### src/rtl/serial_frame_tx.sv
// UART-style frame transmitter: start bit, DATA_W data bits LSB first, optional
// even parity bit (SERIAL_TX_PARITY_EN), stop bit. The serial line idles high.
module serial_frame_tx #(
  parameter int DATA_W       = 8,
  parameter int CLKS_PER_BIT = 16
) (
  input  logic              clk,
  input  logic              rst_n,
  input  logic [DATA_W-1:0] tx_data,
  input  logic              tx_valid,
  output logic              tx_ready,
  output logic              tx,
  output logic              busy
);

  localparam int BAUD_W = (CLKS_PER_BIT > 1) ? $clog2(CLKS_PER_BIT) : 1;
  localparam int BIT_W  = $clog2(DATA_W + 1);
  localparam logic [BAUD_W-1:0] BAUD_LAST = BAUD_W'(CLKS_PER_BIT - 1);
  localparam logic [BIT_W-1:0]  BIT_LAST  = BIT_W'(DATA_W - 1);

`ifdef SERIAL_TX_PARITY_EN
  typedef enum logic [2:0] {
    S_IDLE,
    S_START,
    S_DATA,
    S_PARITY,
    S_STOP
  } state_t;

  function automatic logic even_parity(input logic [DATA_W-1:0] d);
    return ^d;
  endfunction

  logic parity_bit;
`else
  typedef enum logic [1:0] {
    S_IDLE,
    S_START,
    S_DATA,
    S_STOP
  } state_t;
`endif

  state_t              state;
  logic [BAUD_W-1:0]   baud_cnt;
  logic [BIT_W-1:0]    bit_cnt;
  logic [DATA_W-1:0]   shreg;
  logic                bit_end;
  logic                accept;

  always_comb begin
    bit_end = (baud_cnt == BAUD_LAST);
    accept  = tx_valid && tx_ready;
  end

  always_ff @(posedge clk or negedge rst_n) begin
    if (!rst_n) begin
      state    <= S_IDLE;
      tx       <= 1'b1;
      tx_ready <= 1'b1;
      busy     <= 1'b0;
      bit_cnt  <= '0;
      baud_cnt <= '0;
      shreg    <= '0;
`ifdef SERIAL_TX_PARITY_EN
      parity_bit <= 1'b0;
`endif
    end else begin
      case (state)
        S_IDLE: begin
          baud_cnt <= '0;
          bit_cnt  <= '0;
          if (accept) begin
            shreg    <= tx_data;
`ifdef SERIAL_TX_PARITY_EN
            parity_bit <= even_parity(tx_data);
`endif
            state    <= S_START;
            tx       <= 1'b0;
            tx_ready <= 1'b0;
            busy     <= 1'b1;
          end
        end

        S_START: begin
          if (bit_end) begin
            baud_cnt <= '0;
            state    <= S_DATA;
            tx       <= shreg[0];
          end else begin
            baud_cnt <= baud_cnt + 1'b1;
          end
        end

        S_DATA: begin
          if (bit_end) begin
            baud_cnt <= '0;
            shreg    <= shreg >> 1;
            if (bit_cnt == BIT_LAST) begin
              bit_cnt <= '0;
`ifdef SERIAL_TX_PARITY_EN
              state   <= S_PARITY;
              tx      <= parity_bit;
`else
              state   <= S_STOP;
              tx      <= 1'b1;
`endif
            end else begin
              // next data bit is the one about to shift into position 0
              bit_cnt <= bit_cnt + 1'b1;
              tx      <= shreg[1];
            end
          end else begin
            baud_cnt <= baud_cnt + 1'b1;
          end
        end

`ifdef SERIAL_TX_PARITY_EN
        S_PARITY: begin
          if (bit_end) begin
            baud_cnt <= '0;
            state    <= S_STOP;
            tx       <= 1'b1;
          end else begin
            baud_cnt <= baud_cnt + 1'b1;
          end
        end
`endif

        S_STOP: begin
          if (bit_end) begin
            // ready rises as the stop bit ends so a new word can start next cycle
            baud_cnt <= '0;
            state    <= S_IDLE;
            tx       <= 1'b1;
            tx_ready <= 1'b1;
            busy     <= 1'b0;
          end else begin
            baud_cnt <= baud_cnt + 1'b1;
          end
        end

        default: begin
          state    <= S_IDLE;
          tx       <= 1'b1;
          tx_ready <= 1'b1;
          busy     <= 1'b0;
          baud_cnt <= '0;
          bit_cnt  <= '0;
        end
      endcase
    end
  end

endmodule

### config.mk
export PLATFORM = sky130hd
export DESIGN_NAME = serial_frame_tx
export DESIGN_NICKNAME = d
export VERILOG_FILES = /design/src/rtl/serial_frame_tx.sv
export SDC_FILE = /design/constraint.sdc
export NUM_CORES = 1
export LEC_CHECK = 0
export ABC_AREA = 1
export CORE_MARGIN = 5
export CORE_UTILIZATION = 40
export DETAILED_ROUTE_END_ITERATION = 12
export HOLD_SLACK_MARGIN = 0.06
export SYNTH_ARGS = -nofsm -noshare
export SYNTH_HDL_FRONTEND = slang
export SYNTH_SLANG_ARGS = --single-unit
### constraint.sdc
create_clock -name clk -period 1.8 [get_ports clk]
set_clock_uncertainty 0.1 [all_clocks]
set_input_delay 0.27 -clock clk [delete_from_list [all_inputs] [get_ports clk]]
set_output_delay 0.27 -clock clk [all_outputs]
set_load 0.005 [all_outputs]
==> out/metrics.yaml <==
sta:
  finalHoldViolCount: 0
  tns_ps: 0
  rsz0062_at_grt: "false"
  setup_violations: 0
  worst_slack_ps: 78.62
  period_share: 0.9563
  relSlewSlack: 0.7799
  fin_crit_ps: 1721
  maxSlewViolCount: 0
  max_freq_ghz: 0.5809
  worst_slew_pin_slew_ps: 329.7
drt:
  vias: 979
  drt-initial-drc-count: 19
  top_layer: "met4"
  wl_per_cell_um: 11.41
  wl_met3_um: 70
  wl_met1_mm: 1.120
  routed_wl_mm: 2.282
  vias_per_cell: 4.895
  met2WireLength_mm: 1.073
  first_pass_iters: 4
  drc_errors: 0
  drtAntennaViolNets: 0
clocking:
  cts.sinks: 21
  clock_latency_ps: 300
  clockRootBuffer: "clkbuf_4"
  cts_tree: "built"
  htreeDepth: 1
  path_clk_slew_ps: 120
  clockBufferDepth: 2
  numCtsBuffers: 3
global_routing:
  grt_pass1_vias: 937
  grt_pass1_wl_mm: 4.091
  grt_max_degree: 16
  antenna_found_initial: 0
  grt-ovfl-total: 0
  gr-usage-all-layers: 0.1250
setup_path:
  cp-startpoint: "tx_ready"
  required_ps: 1430
  slowest_delay_ps: 560
  reg2regPathDepth: 9
  startpoint_type: "register"
  crit_path_top_delay_cell: "dfstp_2"
  cp.arrival_ps: 1350
  cp_top_family: "flip-flops"
  critical_path_buf_inv_count: 1
  cp_max_fo: 3
  r2r_start: "state[0]"
  crit_cells: 1
  setup.worst_path.class: "reg2out"
  end_kind: "primary output"
  endpoint: "tx_ready"
  rrSetupSlack_ps: 150
  crit_chain: "clkdlybuf4s50_1"
  r2r-end: "bit_cnt[3]"
final_layout:
  antenna_cells: 0
  area_growth_pct: 17.98
  drive_gt1_frac: 0.1006
  stdcell_area_um2: 1371
  nNetsFinal: 188
  utilization: 0.4930
  stdcell_count: 200
  layout_commonest_cell: "nand2_1"
  layout_common_cells: "nand2_1 (60), dfrtp_1 (19), inv_1 (14)"
logic_synthesis:
  synth.area.mux_share: 0
  ys_seq_elements: 21
  synth.top_cell.area_share: 0.4090
  synth_area_leader_cell: "dfrtp_1"
  ys_seq_area_frac: 0.4543
  synth_cell_type_count: 22
  yosys_warnings: 0
  syn_nets: 168
  synthAdderAreaFrac: 0.07535
  avgSynthCellArea_um2: 7.749
  synthXorXnorAreaFrac: 0.007535
  synth_top_family_by_area: "simple AND/OR/NAND/NOR gates"
  synth.area.top_cells: "dfrtp_1 (41%), nand2_1 (19%), ha_1 (7.5%), dfstp_2 (4.5%), inv_1 (4.5%)"
  syn_area_um2: 1162
  netlist_instances: 150
  synth-compound-area-share: 0.09473
  yosys.area_share.simple: 0.3036
power:
  powerDensity_nw_per_um2: 537.5
  worst_ir_drop_vdd_mv: 0.3728
  cellLeakagePower_nw: 0.6570
floorplanning:
  die-area_um2: 4084
  fp-row-count: 19
  start_util: 0.4179
  die_w_um: 63.91
  coreArea_um2: 2781
  die_height_um: 63.91
  num_io_pins: 14
place:
  place_congestion: 0.8523
  place_inst: 196
  dpl_worst_slack_ps: 111.9
  place.detailed.hpwl_mm: 1.767
  placed_cell_area_um2: 1343
  portBuffers: 13
worst_hold_path:
  hp-class: "in2async"
job:
  cap_violations: 0
run_status:
  status: "finished clean"
[layout make-up]
type / count / area, µm²
clock buffers: 4 / 26.28
fillers: 293 / 1410
inverters: 15 / 56.30
multi-input cells: 112 / 561.8
flip-flops and latches: 21 / 528.0
well taps: 31 / 38.79
repair buffers: 17 / 160.2
[registers in the layout (all words and copies together) (netlist names)]
| name | cells |
|---|---|
| busy | 1 |
| bit_cnt | 4 |
| shreg | 8 |
| state | 2 |
| tx_ready | 1 |
| tx | 1 |
| baud_cnt | 4 |
[worst register-to-register path: cells and delay by family, from the launching register on]
| kind | cells | cell delay [ps] |
|---|---|---|
| AO/OA/AOI/OAI | 1 | 100 |
| adder cells (fa/ha/maj) | 1 | 260 |
| buffers and inverters | 4 | 370 |
| flip-flops | 1 | 430 |
| AND/OR/NAND/NOR | 3 | 290 |
[routing by layer]
layer,track usage,vias to the layer above
li1,-,513
met1,0.1623,448
met2,0.2023,16
met3,0.03853,2
met4,0.03117,0
met5,0,-
[power by group]
part | switching (mW) | internal, mW | leakage, nW
Combinational | 0.0157 | 0.0232 | 0.387
Clock | 0.140 | 0.0863 | 0.0150
Sequential | 0 | 0.472 | 0.255
Total | 0.156 | 0.581 | 0.657
[cell families (layout without fill, tap and decap cells)]
family	Yosys count	count (layout)
simple gates	84	84
flops	21	21
fa+ha+maj	7	7
xor+xnor	1	1
buf+inv	17	36
compound gates	20	20
[worst min path at each step]
stage / endpoint / cells past startpoint / slack, ps / start
after floorplan: baud_cnt[0] / 0 / -130 / rst_n
after global placement: baud_cnt[0] / 1 / 340 / baud_cnt[0]
after detailed placement: baud_cnt[0] / 1 / 360 / baud_cnt[0]
after CTS: busy / 1 / 110 / rst_n
after global routing: busy / 1 / 120 / rst_n
final: busy / 1 / 110 / rst_n
[cells in the mapped netlist]
| library cell | number |
|---|---|
| a21oi_1 | 2 |
| buf_4 | 1 |
| buf_6 | 1 |
| dfrtp_1 | 19 |
| dfstp_2 | 2 |
| ha_1 | 7 |
| inv_1 | 14 |
| inv_2 | 1 |
| nand2_1 | 60 |
| nand2_2 | 2 |
| nand2_4 | 1 |
| nand3_1 | 8 |
| nand3b_1 | 1 |
| nand4_1 | 1 |
| nor2_1 | 9 |
| nor2_4 | 1 |
| nor3_1 | 1 |
| o211ai_1 | 1 |
| o21ai_0 | 7 |
| o21ai_1 | 8 |
| o21ai_2 | 2 |
| xor2_1 | 1 |
[through the flow]
step | total power, mW | hold slack (ps)
3_3_place_gp | 0.5203 | 344.1
6_report | 0.7371 | 111.4
2_1_floorplan | 0.4869 | -125.6
5_1_grt | 0.7849 | 119.8
4_1_cts | 0.7547 | 114.1
3_5_place_dp | 0.5206 | 358.7
[repair_timing]
action                                  4_1_cts  5_1_grt
endpoints found under the setup margin        0        4
buffers inserted                              0        0
hold buffers                                  0        0
resized for setup                             0        1
(Power assumes the default switching activity.)
